==> src/rtl/ctrl_bubble_stage_if.sv <==
// ctrl_bubble_stage_if
//   Groups the decode->execute control-bundle handshake of ctrl_bubble_stage.
//   master : upstream/hazard side (drives ctrl_i, valid_i, hold, flush,
//            bubble_req, bubble_cnt_i; observes the stage outputs)
//   slave  : the stage itself
//   Signals:
//     ctrl_i         [CW]     control bundle from the Control Unit
//     valid_i                 ctrl_i carries a real instruction
//     hold                    freeze stage (downstream stall)
//     flush                   squash stage (branch taken)
//     bubble_req              hazard unit requests NOP insertion
//     bubble_cnt_i   [CNT_W]  number of NOP cycles requested, 0 = none
//     ctrl_o         [CW]     registered control bundle to EX
//     valid_o                 registered valid
//     stall_o                 upstream must hold ctrl_i/valid_i this cycle
//     bubbling_o              stage is inserting a multi-cycle bubble
//     bubble_total_o [PERF_W] saturating count of inserted NOP cycles
interface ctrl_bubble_stage_if #(
  parameter int unsigned CW     = 12,
  parameter int unsigned CNT_W  = 2,
  parameter int unsigned PERF_W = 16
);
  logic [CW-1:0]     ctrl_i;
  logic              valid_i;
  logic              hold;
  logic              flush;
  logic              bubble_req;
  logic [CNT_W-1:0]  bubble_cnt_i;
  logic [CW-1:0]     ctrl_o;
  logic              valid_o;
  logic              stall_o;
  logic              bubbling_o;
  logic [PERF_W-1:0] bubble_total_o;

  modport master (
    output ctrl_i, valid_i, hold, flush, bubble_req, bubble_cnt_i,
    input  ctrl_o, valid_o, stall_o, bubbling_o, bubble_total_o
  );

  modport slave (
    input  ctrl_i, valid_i, hold, flush, bubble_req, bubble_cnt_i,
    output ctrl_o, valid_o, stall_o, bubbling_o, bubble_total_o
  );
endinterface

==> src/rtl/ctrl_bubble_stage.sv <==
// ctrl_bubble_stage
//   Registered control-bundle stage between decode and execute. Passes the
//   Control Unit bundle through one register, and on a hazard request inserts
//   a run of 1..2^CNT_W-1 NOP cycles while stalling upstream. Supports hold
//   (freeze everything) and flush (squash to NOP, drop pending bubbles), and
//   keeps a saturating count of inserted NOP cycles.
//   Ports:
//     clk    rising-edge clock
//     reset  asynchronous, active-high reset
//     bus    ctrl_bubble_stage_if.slave (bundle in/out, hold, flush,
//            bubble request, stall/bubbling status, perf counter)
//   Priority per edge: flush > hold > bubble > pass.
module ctrl_bubble_stage #(
  parameter int unsigned    CW        = 12,
  parameter logic [CW-1:0]  NOP_VALUE = '0,
  parameter int unsigned    CNT_W     = 2,
  parameter int unsigned    PERF_W    = 16
) (
  input  logic                clk,
  input  logic                reset,
  ctrl_bubble_stage_if.slave  bus
);

  typedef enum logic {
    RUN    = 1'b0,
    BUBBLE = 1'b1
  } state_t;

  state_t            state;
  logic [CNT_W-1:0]  rem;
  logic [CW-1:0]     ctrl_q;
  logic              valid_q;
  logic [PERF_W-1:0] total_q;

  logic              bubble_start;
  logic [PERF_W-1:0] total_next;

  // A request with a zero count is treated as no request at all.
  assign bubble_start = bus.bubble_req && (bus.bubble_cnt_i != '0);

  // Counter sticks at all-ones instead of wrapping.
  assign total_next = (&total_q) ? total_q : total_q + PERF_W'(1);

  always_ff @(posedge clk or posedge reset) begin
    if (reset) begin
      state   <= RUN;
      rem     <= '0;
      ctrl_q  <= NOP_VALUE;
      valid_q <= 1'b0;
      total_q <= '0;
    end else if (bus.flush) begin
      state   <= RUN;
      rem     <= '0;
      ctrl_q  <= NOP_VALUE;
      valid_q <= 1'b0;
    end else if (!bus.hold) begin
      case (state)
        RUN: begin
          if (bubble_start) begin
            ctrl_q  <= NOP_VALUE;
            valid_q <= 1'b0;
            total_q <= total_next;
            // The first NOP is emitted on this edge; remaining ones are
            // counted down in BUBBLE.
            if (bus.bubble_cnt_i != CNT_W'(1)) begin
              rem   <= bus.bubble_cnt_i - CNT_W'(1);
              state <= BUBBLE;
            end
          end else begin
            ctrl_q  <= bus.ctrl_i;
            valid_q <= bus.valid_i;
          end
        end
        BUBBLE: begin
          ctrl_q  <= NOP_VALUE;
          valid_q <= 1'b0;
          total_q <= total_next;
          rem     <= rem - CNT_W'(1);
          if (rem == CNT_W'(1)) begin
            state <= RUN;
          end
        end
        default: begin
          state <= RUN;
          rem   <= '0;
        end
      endcase
    end
  end

  assign bus.ctrl_o         = ctrl_q;
  assign bus.valid_o        = valid_q;
  assign bus.bubble_total_o = total_q;
  assign bus.bubbling_o     = (state == BUBBLE);
  // Upstream holds while bubbles are pending so the stalled instruction
  // enters on the first RUN cycle afterwards; a flush releases it.
  assign bus.stall_o        = !bus.flush &&
                              ((state == BUBBLE) || ((state == RUN) && bubble_start));

endmodule
==> src/flat_wrapper.sv <==
// flat-port wrapper written by rule: the top's interface ports become plain ports
module ctrl_bubble_stage_flat 
#(
  parameter int unsigned    CW        = 12,
  parameter logic [CW-1:0]  NOP_VALUE = '0,
  parameter int unsigned    CNT_W     = 2,
  parameter int unsigned    PERF_W    = 16
)
  (clk, reset, bus_ctrl_i, bus_valid_i, bus_hold, bus_flush, bus_bubble_req, bus_bubble_cnt_i, bus_ctrl_o, bus_valid_o, bus_stall_o, bus_bubbling_o, bus_bubble_total_o);
  ctrl_bubble_stage_if #(.CW(CW), .CNT_W(CNT_W), .PERF_W(PERF_W)) bus_i ();
  input  logic clk;
  input  logic reset;
  input wire logic [$bits(bus_i.ctrl_i)-1:0] bus_ctrl_i;
  input wire logic [$bits(bus_i.valid_i)-1:0] bus_valid_i;
  input wire logic [$bits(bus_i.hold)-1:0] bus_hold;
  input wire logic [$bits(bus_i.flush)-1:0] bus_flush;
  input wire logic [$bits(bus_i.bubble_req)-1:0] bus_bubble_req;
  input wire logic [$bits(bus_i.bubble_cnt_i)-1:0] bus_bubble_cnt_i;
  output wire logic [$bits(bus_i.ctrl_o)-1:0] bus_ctrl_o;
  output wire logic [$bits(bus_i.valid_o)-1:0] bus_valid_o;
  output wire logic [$bits(bus_i.stall_o)-1:0] bus_stall_o;
  output wire logic [$bits(bus_i.bubbling_o)-1:0] bus_bubbling_o;
  output wire logic [$bits(bus_i.bubble_total_o)-1:0] bus_bubble_total_o;
  assign bus_i.ctrl_i = bus_ctrl_i;
  assign bus_i.valid_i = bus_valid_i;
  assign bus_i.hold = bus_hold;
  assign bus_i.flush = bus_flush;
  assign bus_i.bubble_req = bus_bubble_req;
  assign bus_i.bubble_cnt_i = bus_bubble_cnt_i;
  assign bus_ctrl_o = bus_i.ctrl_o;
  assign bus_valid_o = bus_i.valid_o;
  assign bus_stall_o = bus_i.stall_o;
  assign bus_bubbling_o = bus_i.bubbling_o;
  assign bus_bubble_total_o = bus_i.bubble_total_o;
  ctrl_bubble_stage #(.CW(CW), .NOP_VALUE(NOP_VALUE), .CNT_W(CNT_W), .PERF_W(PERF_W)) u_core (.clk(clk), .reset(reset), .bus(bus_i));
endmodule
==> config.mk <==
export PLATFORM = sky130hd
export DESIGN_NAME = ctrl_bubble_stage_flat
export DESIGN_NICKNAME = d
export VERILOG_FILES = /design/src/rtl/ctrl_bubble_stage_if.sv /design/src/rtl/ctrl_bubble_stage.sv /design/src/flat_wrapper.sv
export SDC_FILE = /design/constraint.sdc
export NUM_CORES = 1
export LEC_CHECK = 0
export CAP_MARGIN = 20
export CORE_MARGIN = 2
export CORE_UTILIZATION = 35
export DETAILED_ROUTE_END_ITERATION = 6
export GPL_ROUTABILITY_DRIVEN = 0
export SLEW_MARGIN = 5
export SYNTH_ARGS = -nofsm -noshare
export SYNTH_HDL_FRONTEND = slang
export SYNTH_SLANG_ARGS = --single-unit
export TNS_END_PERCENT = 10
==> constraint.sdc <==
create_clock -name clk -period 2.2 [get_ports clk]
set_clock_uncertainty 0.1 [all_clocks]
set_input_delay 0.44 -clock clk [delete_from_list [all_inputs] [get_ports clk]]
set_output_delay 0.44 -clock clk [all_outputs]
set_load 0.005 [all_outputs]
* Word-level counts from Yosys, hierarchy flattened
Index checks and enable logic that the tools add are counted.
** Word-level totals
- Bits in registers :: 32
- Input bits :: 20
- Output and inout port bits :: 31
- Word-level logic and storage cells :: 48
** Cells by class
- Add/sub/neg operators :: 3
- Equality and inequality tests :: 6
- Muxes and demuxes :: 22
- Bitwise operators :: 3
- Reductions and logical operators :: 9
** Operators with widths (count)
- 2-to-1 mux 12 bit :: 3
- 2-to-1 mux 16 bit :: 2
- one-hot mux 16 bit (2 select lines) :: 1
- one-hot mux 12 bit (2 select lines) :: 1
- adder 16 x 1 -> 16 bit, second input constant :: 1
- AND reduction 16 bit :: 1
- 2-to-1 mux 1 bit :: 8
- 2-to-1 mux 2 bit :: 4
- != test 2 x 1 -> 1 bit, second input constant :: 3
- != test 3 x 2 -> 1 bit, second input constant :: 2
- AND reduction 3 bit :: 2
- one-hot mux 1 bit (2 select lines) :: 2
- one-hot mux 2 bit (2 select lines) :: 1
- subtractor 2 x 1 -> 2 bit, second input constant :: 2
- logical AND 1 bit :: 3
- NOT 1 bit :: 3
- == test 2 x 1 -> 1 bit, second input constant :: 1
- nonzero test 2 bit :: 1
- zero test 1 bit :: 1
- logical OR 1 bit :: 1

* Logic depth before layout (Yosys ltp)
Gate-level depths: netlist of the first run.
- Depth after elaboration :: 6
- Gate-level depth with buffers :: 7
- Gate-level depth less buffers :: 6

* Least setup slack after synthesis of the first run
Ideal clock, no wire load.
- Kind :: input port to flip-flop
- Start point :: input bus_bubble_cnt_i[0]
- End point :: register u_core.total_q[13] (netlist: u_core.bus.bubble_total_o[13])
- Arrival :: 1651 ps
- Required time :: 1975 ps
- Setup slack :: 324 ps
- Stages on the path :: 6
- Path buffers :: 0
- Path through :: inv_1 > ha_1 > nor2b_1 > o21ai_1 > or4_1 > xnor2_1
** On the way
- Longest elaborated chain between the ends :: 4
** RTL lines
- from (decl) :: line flat_wrapper.sv:18 : input wire logic [$bits(bus_i.bubble_cnt_i)-1:0] bus_bubble_cnt_i;
- nonzero test 2 bit :: line ctrl_bubble_stage.sv:39 : assign bubble_start = bus.bubble_req && (bus.bubble_cnt_i != '0);
- logical AND 1 bit :: line ctrl_bubble_stage.sv:39
- != test 2 x 1 -> 1 bit (no line)
- AND reduction 3 bit (no line)
- to (signal assigned) :: line ctrl_bubble_stage.sv:62 : total_q <= total_next;
- to (signal assigned) :: line ctrl_bubble_stage.sv:77 : total_q <= total_next;
- to (decl) :: line ctrl_bubble_stage.sv:33 : logic [PERF_W-1:0] total_q;
Every way passes these cells.
A chain may end at the register's enable or synchronous reset.

* Worst setup path after layout of the first run
- Start point :: input bus_bubble_cnt_i[0]
- End point :: register u_core.total_q[1] (netlist: u_core.bus.bubble_total_o[1])
Same word-level chain as after synthesis.

==> results of run 1 <==
==> layout by cell type, fill, tap and decap left out, types with 2 or more instances in the layout <==
master                             n
sky130_fd_sc_hd__a22o_1           13
sky130_fd_sc_hd__buf_2             2
sky130_fd_sc_hd__buf_4             7
sky130_fd_sc_hd__clkbuf_8          5
sky130_fd_sc_hd__clkdlybuf4s50_1  49
sky130_fd_sc_hd__dfrtp_1          32
sky130_fd_sc_hd__ha_1              3
sky130_fd_sc_hd__inv_1             5
sky130_fd_sc_hd__mux2i_1           3
sky130_fd_sc_hd__nand2_1           8
sky130_fd_sc_hd__nand3_1           3
sky130_fd_sc_hd__nand4_1           4
sky130_fd_sc_hd__nor2_1            7
sky130_fd_sc_hd__nor3_1            5
sky130_fd_sc_hd__nor3b_1           2
sky130_fd_sc_hd__nor4_2            4
sky130_fd_sc_hd__nor4_4            4
sky130_fd_sc_hd__o21ai_0           2
sky130_fd_sc_hd__xor2_1           14
==> area by class of cell <==
cell class	instances	area [um2]	area share [%]
well taps	50	62.56	2.695
flip-flops and latches	32	800.8	34.50
inverters	5	18.77	0.8086
repair buffers	59	564.3	24.31
multi-input cells	90	767.0	33.05
clock buffers	6	72.57	3.127
clock inverters	2	35.03	1.509
==> sequential cells by signal, indices dropped and copies added (netlist names) <==
register                   count
u_core.bus.bubble_total_o     16
u_core.bus.bubbling_o          1
u_core.bus.ctrl_o             12
u_core.bus.valid_o             1
u_core.rem                     2
==> routing by layer <==
| metal | vias up | share of wire, % |
|---|---|---|
| met2 | 44 | 46 |
| met5 | - | 0 |
| met1 | 615 | 47 |
| met4 | 0 | 1.1 |
| li1 | 599 | - |
| met3 | 5 | 6.0 |
==> logic make-up after synthesis <==
kind of cell / after synthesis
xor+xnor: 15
buf+inv: 9
simple gates: 49
flops: 32
fa+ha+maj: 4
mux: 4
compound gates: 18
==> power by group <==
part	leakage [nW]	switching [mW]	total, mW	internal (mW)
combinational	0.555	0.115	0.325	0.210
clock	0.0552	0.213	0.549	0.336
sequential	0.429	0.0878	0.740	0.652
total	1.04	0.416	1.61	1.20
==> repair_timing <==
| item | 4_1_cts | 5_1_grt |
|---|---|---|
| cloned | 0 | 1 |
| pin swaps | 0 | 4 |
| setup endpoints to repair | 14 | 17 |
| resized for setup | 5 | 14 |
| buffers inserted | 1 | 0 |
==> worst max-delay path, delay by kind of cell <==
kind	cells	cell delay [ns]
multiplexers	1	0.31
buffers and inverters	5	0.92
adder cells (fa/ha/maj)	1	0.18
AND/OR/NAND/NOR	2	0.28
AO/OA/AOI/OAI	1	0.08
==> metrics by stage <==
step	power, mW	setup TNS, ns	setup slack [ns]	util [%]
3_5_place_dp	1.064	-8.471	-0.4172	51.78
2_1_floorplan	0.8536	0	0.3240	-
5_1_grt	1.697	-0.008719	-0.008399	56.80
3_3_place_gp	1.056	-6.270	-0.2786	51.78
6_report	1.613	0	0.05908	56.80
4_1_cts	1.636	-0.1546	-0.03412	54.99
==> final timing paths <==
check | startpoint | end | cells past startpoint
worst max-delay path | bus_bubble_cnt_i[0] | u_core.bus.bubble_total_o[1]$_DFFE_PP0P_ | 10
worst min-delay path | u_core.bus.ctrl_o[11]$_DFFE_PP0P_ | u_core.bus.ctrl_o[11]$_DFFE_PP0P_ | 1
worst max register to register | u_core.bus.bubble_total_o[0]$_DFFE_PP0P_ | u_core.bus.bubble_total_o[1]$_DFFE_PP0P_ | 5
worst min register to register | u_core.bus.ctrl_o[11]$_DFFE_PP0P_ | u_core.bus.ctrl_o[11]$_DFFE_PP0P_ | 1
max in group asynchronous | reset | u_core.bus.bubbling_o$_DFFE_PP0P_ | 3
min in group asynchronous | reset | u_core.bus.ctrl_o[7]$_DFFE_PP0P_ | 3
==> summary.txt, run 1 <==
Result of the run: finished clean
Simple-gate share of the synthesized area: 20.26%
Kind of end point of the critical path: flop
Global-route met2 utilization: 23.40%
Clock Pin Slew Worst Setup and Hold Paths: 0.06 ns
Number of flops mapped to enable cells by yosys: 0
Worst-case headroom to the max-slew limit: 39.23%
Count of final setup violators: 0
Busiest metal layer after global routing: met2
Fin. Hold Viols: 0
Die X-Extent: 69.74 um
Adder-cell share of the synthesized area: 3.309%
Total of max-cap violations: 0
Crit-path max FO: 7
Maximum resistive drop on vdd: 0.5418 mV
Post-layout min period: 2.141 ns
Nets: 217
Leading cell type by number of instances after synthesis: sky130_fd_sc_hd__dfrtp_1
Hold-fix buffer count after cts: 0
Actual transition at the worst max-transition pin: 0.9096 ns
Number of core rows: 23
Combinational family with the most area after synthesis: simple AND/OR/NAND/NOR gates
Cell area after synthesis: 0.001513 mm2
Hold crit path type: flop to flop
Endpoint arrival time on the critical path: 2.21 ns
Fill cell count: 340
Clk Latency, worst-skew pair: 0.29 ns
Hold Slack: 0.4017 ns
Top cells by area in the synthesized netlist: sky130_fd_sc_hd__dfrtp_1 (53%), sky130_fd_sc_hd__xor2_1 (8.1%), sky130_fd_sc_hd__a22o_1 (7.5%)
Via count of the first global-routing pass: 1258
Master cell of the clock root buffer: sky130_fd_sc_hd__clkbuf_8
I/O pin cnt: 51
LEAKAGE: 1.039 nW
Global routing met3 resource utilization: 5.523%
Share of the cycle needed by the critical path after routing: 97.31%
Sequence of cells on the critical path: clkdlybuf4s50_1 > inv_1 > ha_2 > nor2b_2 > buf_4 > buf_4 > o21ai_2 > buf_6 > nor2_2 > mux2_4
Number of buffers on the longest clock path: 2
Per-instance average area after synthesis: 11.55 um2
Wire length of the first global-routing pass: 6.003 mm
Master of the slowest instance on the critical path: sky130_fd_sc_hd__clkdlybuf4s50_1
Total inserted antenna cells: 0
Proportion of layout cells with a drive suffix above 1: 18.04%
Buffers on Ports: 50
Startpoint Class: primary input
Minimum setup slack among reg-to-reg paths: 0.23 ns
Part of the Yosys area used for sequential elements: 52.94%
Vias per cell: 5.176
Y dimension of the die: 69.74 um
Synth Warn #: 0
Syn Inst Count: 131
Area leader, netlist: sky130_fd_sc_hd__dfrtp_1
Number of distinct standard cells referenced by the synthesized netlist: 33
Starting density of the core: 37.02%
Per-cell routed wire length: 15.10 um
Fraction of synthesis flops using an asynchronous set or reset pin: 100.0%
Most used cell, CP: sky130_fd_sc_hd__buf_4
Parity-gate share of the synthesized area counting xor and xnor cells: 8.685%
Final std cell area, no fill: 0.002321 mm2
Drc violations: 0
RSZ-0062 raised after global routing: yes
Growth of design area from synthesis to finish: 53.43%
Drt total wl: 3.685 mm
Non-filler instance count after layout: 244
Share of the synthesized area in compound gates (AO/OA/AOI/OAI): 9.347%
Initial antenna violation count: 0
Initial DRT Pass Iterations: 4
Global-route total usage across every layer: 15.44%
Vias after detailed routing: 1263
Critical Path Max Stage Delay: 0.47 ns
Clock H-tree levels: 2
Nets in the synthesized netlist: 155
Drt initial violations: 57
Worst Setup Path Type: primary input to flop
Global routing usage on met1: 19.83%
Area of the placeable core: 0.004086 mm2
Max Freq: 467.1 MHz
Commonest cells in the synthesized netlist: sky130_fd_sc_hd__dfrtp_1 (32), sky130_fd_sc_hd__xor2_1 (14), sky130_fd_sc_hd__a22o_1 (13)
Multiplexer area fraction after synthesis: 2.978%
Clock Sinks: 32
Total half-perimeter wirelength after legalization and detailed placement: 2.499 mm
Final Max Tran Viols: 0
Data required time at the worst endpoint: 2.27 ns
Post-synth top area share: 52.94%
Number of antenna-violating nets in the routed design: 0
Most common flop cell mapped by yosys: sky130_fd_sc_hd__dfrtp_1
Cell Area, Placed: 0.002116 mm2
Pin count of the biggest net entering global routing: 33
Overflow left after global routing: 0
Post-Place Cells: 234
Clock tree from TritonCTS: built
Power density relative to cell area: 695.1 mW/mm2
Post-synthesis sequential element count: 32
Area of the die: 0.004864 mm2
Total clock buffers created by CTS: 5
No activity file was read; power rests on OpenSTA's default activity.
==> inputs of run 2 (changes only) <==
--- a/config.mk
+++ b/config.mk
@@ -7,9 +7,10 @@
 export LEC_CHECK = 0
 export CAP_MARGIN = 20
 export CORE_MARGIN = 2
-export CORE_UTILIZATION = 35
+export CORE_UTILIZATION = 45
 export DETAILED_ROUTE_END_ITERATION = 6
 export GPL_ROUTABILITY_DRIVEN = 0
+export PLACE_DENSITY = 0.79
 export SLEW_MARGIN = 5
 export SYNTH_ARGS = -nofsm -noshare
 export SYNTH_HDL_FRONTEND = slang
==> run 2 against run 1 <==
Flip-flop and latch count stayed put. Global-route usage is 3.3 points higher. Final area is 6.5% lower. Wire length is 6.7% lower. First-iteration DRC count is 33% lower. Final cell count is 2.5% lower. Sequential power is 0.8% lower. Sequential share of layout area is 2.4 points higher. Power is 16% lower. Critical path type is now primary input to output port. Largest power group unchanged.
==> summary.txt, run 2 (same netlist as run 1, synthesis figures left out) <==
Internal Dissipation: 0.9734 mW
Fin worst setup slack: 0.07746 ns
Number of buffers inserted to repair setup after CTS: 0
Vias per cell: 5.303
Max Freq: 471.1 MHz
Via count of the first global-routing pass: 1154
Total clock buffers created by CTS: 5
Drt initial violations: 38
Number of buffers on the longest clock path: 2
Drc violations: 0
Kind of end point of the critical path: output port
Die X-Extent: 61.98 um
Y dimension of the die: 61.98 um
Total inserted antenna cells: 0
Hold Slack: 0.3865 ns
Crit-path max FO: 2
Area of the multi-input gates: 695.7 um2
Global-route total usage across every layer: 18.69%
I/O pin cnt: 51
Initial DRT Pass Iterations: 4
Total half-perimeter wirelength after legalization and detailed placement: 2.486 mm
Max FFs per register: 16
Share of the cycle needed by the critical path after routing: 96.48%
Number of antenna-violating nets in the routed design: 0
Buffers on Ports: 50
Net switching share of the total power: 28.25%
Pin count of the biggest net entering global routing: 33
Post-layout utilization of the core: 66.10%
Drt total wl: 3.439 mm
Worst Setup Path Type: primary input to output port
Final Max Tran Viols: 0
Clock Pin Slew Worst Setup and Hold Paths: 0.10 ns
Endpoint arrival time on the critical path: 1.58 ns
Flip-flop and latch area: 800.8 um2
Wire length of the first global-routing pass: 5.161 mm
Fill cell count: 255
Startpoint Class: primary input
Vias after detailed routing: 1262
Total of max-cap violations: 0
Clk Latency, worst-skew pair: 0.33 ns
RSZ-0062 raised after global routing: no
Count of final setup violators: 0
Number of core rows: 21
Final-layout setup total negative slack: 0 ns
Growth of design area from synthesis to finish: 43.51%
LEAKAGE: 1.009 nW
Power density relative to cell area: 625.0 mW/mm2
Most common cell after layout, fill and taps aside: sky130_fd_sc_hd__clkdlybuf4s50_1
Fin. Hold Viols: 0
Master cell of the clock root buffer: sky130_fd_sc_hd__clkbuf_4
Post-layout min period: 2.123 ns
Cell Area, Placed: 0.002111 mm2
Overall power consumption: 1.357 mW
Hold-fix buffer count after cts: 0
Setup slack at placement: -0.3742 ns
Nets: 216
Clock H-tree levels: 2
Area of the die: 0.003842 mm2
Hold crit path type: primary input to async pin
Proportion of power drawn by combinational gates: 23.0%
Per-cell routed wire length: 14.45 um
Actual transition at the worst max-transition pin: 0.8317 ns
Area of the placeable core: 0.003284 mm2
Maximum resistive drop on vdd: 0.4884 mV
Sequential power share: 54.1%
Worst-case headroom to the max-slew limit: 44.44%
Proportion of layout cells with a drive suffix above 1: 13.54%
Data required time at the worst endpoint: 1.66 ns
Most frequent cells in the layout: sky130_fd_sc_hd__clkdlybuf4s50_1 (48), sky130_fd_sc_hd__dfrtp_1 (32), sky130_fd_sc_hd__xor2_1 (14), sky130_fd_sc_hd__a22o_1 (13), sky130_fd_sc_hd__nand2_1 (8)
Starting density of the core: 46.06%
Clock power share: 22.9%
Non-filler instance count after layout: 238
Clock tree from TritonCTS: built
Initial antenna violation count: 0
Post-Place Cells: 230
Clock Sinks: 32
Result of the run: finished clean
Overflow left after global routing: 0
Final std cell area, no fill: 0.002171 mm2
Power spent charging and discharging nets: 0.3833 mW
run 2: critical path: stages:
cell and delay, ns:
sky130_fd_sc_hd__clkdlybuf4s50_1 0.45, sky130_fd_sc_hd__inv_1 0.05, sky130_fd_sc_hd__ha_1 0.19, sky130_fd_sc_hd__nor2b_2 0.13, sky130_fd_sc_hd__nor2_1 0.05, sky130_fd_sc_hd__nor2_1 0.13, sky130_fd_sc_hd__buf_2 0.13
run 2: per-layer routing:
layer  vias up  GRT usage (%)  routed length, um
li1        601              -                  -
met1       617          21.93               1512
met2        38          31.55               1673
met3         6          6.832                194
met4         0          6.383                 58
met5         -              0                  0
run 2: final cells by class:
cell class / count / share of cell area, %
Clock buffer: 6 / 1.902
Clock inverter: 1 / 0.2305
Inverter: 5 / 0.8646
Multi-Input combinational cell: 90 / 32.05
Sequential cell: 32 / 36.89
Tap cell: 46 / 2.651
Timing Repair Buffer: 58 / 25.42
run 2: timing repair:
action,CTS,global route
pin swaps,1,0
setup endpoints to repair,2,3
gates cloned,0,0
resized for setup,5,3
run 2: final timing paths:
kind | from | end | slack [ns] | cells past startpoint
worst min-delay path | reset | u_core.bus.bubble_total_o[14]$_DFFE_PP0P_ | 0.39 | 3
min in group clk | u_core.bus.ctrl_o[2]$_DFFE_PP0P_ | u_core.bus.ctrl_o[2]$_DFFE_PP0P_ | 0.41 | 1
worst min register to register | u_core.bus.ctrl_o[2]$_DFFE_PP0P_ | u_core.bus.ctrl_o[2]$_DFFE_PP0P_ | 0.41 | 1
worst max-delay path | bus_bubble_cnt_i[1] | bus_stall_o | 0.08 | 7
worst max register to register | u_core.bus.bubble_total_o[0]$_DFFE_PP0P_ | u_core.bus.bubble_total_o[1]$_DFFE_PP0P_ | 0.35 | 5
max in group asynchronous | reset | u_core.rem[1]$_DFFE_PP0P_ | 1.33 | 3
run 2: power by group through the flow:
| stage | Clock [mW] | Sequential [mW] | Combinational, mW |
|---|---|---|---|
| after floorplan | 0 | 0.735 | 0.119 |
| final | 0.311 | 0.734 | 0.313 |
| after detailed placement | 0 | 0.743 | 0.316 |
| after global placement | 0 | 0.739 | 0.308 |
| after global routing | 0.341 | 0.742 | 0.349 |
| after CTS | 0.322 | 0.732 | 0.316 |
==> inputs of run 3 (changes only) <==
--- a/config.mk
+++ b/config.mk
@@ -7,10 +7,11 @@
 export LEC_CHECK = 0
 export CAP_MARGIN = 20
 export CORE_MARGIN = 2
-export CORE_UTILIZATION = 45
+export CORE_UTILIZATION = 40
 export DETAILED_ROUTE_END_ITERATION = 6
 export GPL_ROUTABILITY_DRIVEN = 0
-export PLACE_DENSITY = 0.79
+export HOLD_SLACK_MARGIN = 0.03
+export PLACE_DENSITY = 0.74
 export SLEW_MARGIN = 5
 export SYNTH_ARGS = -nofsm -noshare
 export SYNTH_HDL_FRONTEND = slang
==> constraint.sdc (replaced) <==
create_clock -name clk -period 1.8 [get_ports clk]
set_clock_uncertainty 0.1 [all_clocks]
set_input_delay 0.36 -clock clk [delete_from_list [all_inputs] [get_ports clk]]
set_output_delay 0.36 -clock clk [all_outputs]
set_load 0.005 [all_outputs]
==> run 3 against run 2 <==
The flow now finishes with violations (setup timing). Clock power up 78%. Setup slack worse by 0.18 ns. Non-clock buffer count up 17. Sequential share of layout area down 4.6 points. Clock-buffer cell count unchanged. Critical path type is now flop to flop. Critical endpoint is now u_core.bus.bubble_total_o[13]$_DFFE_PP0P_.
==> summary.txt, run 3 (same netlist as run 1, synthesis figures left out) <==
Post-layout min period: 1.901 ns
Max Freq: 525.9 MHz
Per-cell routed wire length: 14.78 um
Violated checks: setup timing
Overflow left after global routing: 0
Growth of design area from synthesis to finish: 64.27%
Clk Latency, worst-skew pair: 0.28 ns
Via count of the first global-routing pass: 1353
I/O pin cnt: 51
Number of antenna-violating nets in the routed design: 0
Cell Area, Placed: 0.002203 mm2
Area of the die: 0.004290 mm2
Master of the slowest instance on the critical path: sky130_fd_sc_hd__or4_4
Total clock buffers created by CTS: 5
Share of the cycle needed by the critical path after routing: 105.6%
LEAKAGE: 1.179 nW
Worst-case headroom to the max-slew limit: 62.99%
Pin count of the biggest net entering global routing: 33
Drt initial violations: 73
Data required time at the worst endpoint: 1.86 ns
Sequence of cells on the critical path: ha_2 > nand4_1 > nor4_4 > buf_4 > or4_4 > xnor2_1
Master cell of the clock root buffer: sky130_fd_sc_hd__clkbuf_8
Buffers on Ports: 50
Fill cell count: 263
Number of core rows: 22
Die X-Extent: 65.50 um
Clock Pin Slew Worst Setup and Hold Paths: 0.07 ns
Number of buffers on the longest clock path: 2
Crit-path max FO: 4
Area of the placeable core: 0.003661 mm2
Power density relative to cell area: 773.3 mW/mm2
Worst Setup Path Type: flop to flop
Initial DRT Pass Iterations: 4
Overall power consumption: 1.921 mW
Post-layout utilization of the core: 67.87%
R2R Path Start: u_core.bus.bubble_total_o[1]$_DFFE_PP0P_
Worst setup path end: u_core.bus.bubble_total_o[13]$_DFFE_PP0P_
Starting density of the core: 41.32%
Most common cell after layout, fill and taps aside: sky130_fd_sc_hd__clkdlybuf4s50_1
Drc violations: 0
Y dimension of the die: 65.50 um
Drt total wl: 3.814 mm
Startpoint Class: flop
Most frequent cells in the layout: sky130_fd_sc_hd__clkdlybuf4s50_1 (44), sky130_fd_sc_hd__dfrtp_1 (31), sky130_fd_sc_hd__buf_4 (21), sky130_fd_sc_hd__xor2_1 (14), sky130_fd_sc_hd__a22o_1 (13)
RSZ-0062 raised after global routing: yes
Minimum setup slack among reg-to-reg paths: -0.10 ns
Vias after detailed routing: 1351
Path depth of the worst reg2reg path: 6
Worst reg2reg path endpoint: u_core.bus.bubble_total_o[13]$_DFFE_PP0P_
Clock Sinks: 32
Actual transition at the worst max-transition pin: 0.5531 ns
Global-route total usage across every layer: 19.29%
Maximum resistive drop on vdd: 0.6116 mV
Fin. Hold Viols: 0
Hold Slack: 0.3660 ns
Max FFs per register: 16
Result of the run: finished with violations
Kind of end point of the critical path: flop
Setup slack at placement: -0.6676 ns
Final std cell area, no fill: 0.002485 mm2
Vias per cell: 5.236
Proportion of layout cells with a drive suffix above 1: 28.10%
Final Max Tran Viols: 0
Wire length of the first global-routing pass: 6.334 mm
Nets: 233
Launching element of the worst setup path: u_core.bus.bubble_total_o[1]$_DFFE_PP0P_
Total inserted antenna cells: 0
Initial antenna violation count: 0
Hold crit path type: primary input to async pin
Endpoint arrival time on the critical path: 1.97 ns
Count of final setup violators: 2
Hold-fix buffer count after cts: 0
Total half-perimeter wirelength after legalization and detailed placement: 2.625 mm
Clock tree from TritonCTS: built
Total of max-cap violations: 0
Fin worst setup slack: -0.1013 ns
Critical Path Max Stage Delay: 0.52 ns
Clock H-tree levels: 2
-- run 3: changes by cell type in the layout (fill, tap and decap cells not counted), moves of 3 or more --
| cell | before | now |
|---|---|---|
| sky130_fd_sc_hd__nor3_2 | 0 | 3 |
| sky130_fd_sc_hd__nor4_4 | 1 | 7 |
| sky130_fd_sc_hd__nor3_1 | 6 | 3 |
| sky130_fd_sc_hd__clkdlybuf4s50_1 | 48 | 44 |
| sky130_fd_sc_hd__buf_4 | 7 | 21 |
| sky130_fd_sc_hd__dlymetal6s2s_1 | 0 | 3 |
| sky130_fd_sc_hd__clkbuf_4 | 5 | 0 |
| sky130_fd_sc_hd__clkbuf_8 | 0 | 6 |
| sky130_fd_sc_hd__nor4_1 | 4 | 0 |
| sky130_fd_sc_hd__buf_6 | 0 | 4 |
-- run 3: cell type report --
type	instances	area [um2]	area share, %
multi-input cells	90	808.3	32.53
inverters	5	18.77	0.7553
clock buffers	6	82.58	3.323
well taps	48	60.06	2.417
flip-flops and latches	32	802.0	32.28
clock inverters	2	10.01	0.4028
repair buffers	75	703.2	28.30
-- run 3: report_power, final --
part | internal, mW | total (mW) | switching (mW)
registers | 0.798 | 0.867 | 0.0696
clock network | 0.304 | 0.553 | 0.249
logic | 0.312 | 0.501 | 0.189
total | 1.41 | 1.92 | 0.508
-- run 3: metrics by stage --
stage	instances	TNS (ns)
final	258	-0.1198
after global routing	258	-0.9133
after CTS	254	-0.6390
after detailed placement	244	-17.93
after global placement	244	-14.81
after floorplan	131	0
-- run 3: how the worst min path moves through the flow --
stage / from / endpoint / slack (ns) / cells after the start
6_report: reset / u_core.bus.bubble_total_o[14]$_DFFE_PP0P_ / 0.37 / 3
2_1_floorplan: bus_flush / u_core.bus.bubbling_o$_DFFE_PP0P_ / 0.32 / 1
5_1_grt: reset / u_core.bus.ctrl_o[9]$_DFFE_PP0P_ / 0.41 / 3
3_5_place_dp: u_core.bus.ctrl_o[11]$_DFFE_PP0P_ / u_core.bus.ctrl_o[11]$_DFFE_PP0P_ / 0.39 / 1
3_3_place_gp: u_core.bus.ctrl_o[9]$_DFFE_PP0P_ / u_core.bus.ctrl_o[9]$_DFFE_PP0P_ / 0.39 / 1
4_1_cts: reset / u_core.bus.bubble_total_o[14]$_DFFE_PP0P_ / 0.38 / 3
-- run 3: what timing repair did --
action / in CTS / in global routing
setup endpoints to repair: 33 / 17
pin swaps: 9 / 2
buffers inserted: 2 / 4
gates resized for setup: 27 / 10
-- run 3: metal layers --
metal / up-vias / share of wire, % / wire length (um) / global-route usage (%)
met2: 52 / 51 / 1950 / 34.82
met4: 0 / 1.3 / 48 / 4.167
met3: 6 / 6.2 / 238 / 4.795
li1: 630 / - / - / -
met5: - / 0 / 0 / 0
met1: 663 / 41 / 1576 / 23.19
-- run 3: worst max-delay path, delay by kind of cell (launching register included) --
kind / cells / cell delay [ns]
DFF: 1 / 0.39
adders and majority gates: 1 / 0.20
xor gates and xnor gates: 1 / 0.14
and+or+nand+nor: 3 / 0.80
buffers and inverters: 1 / 0.16
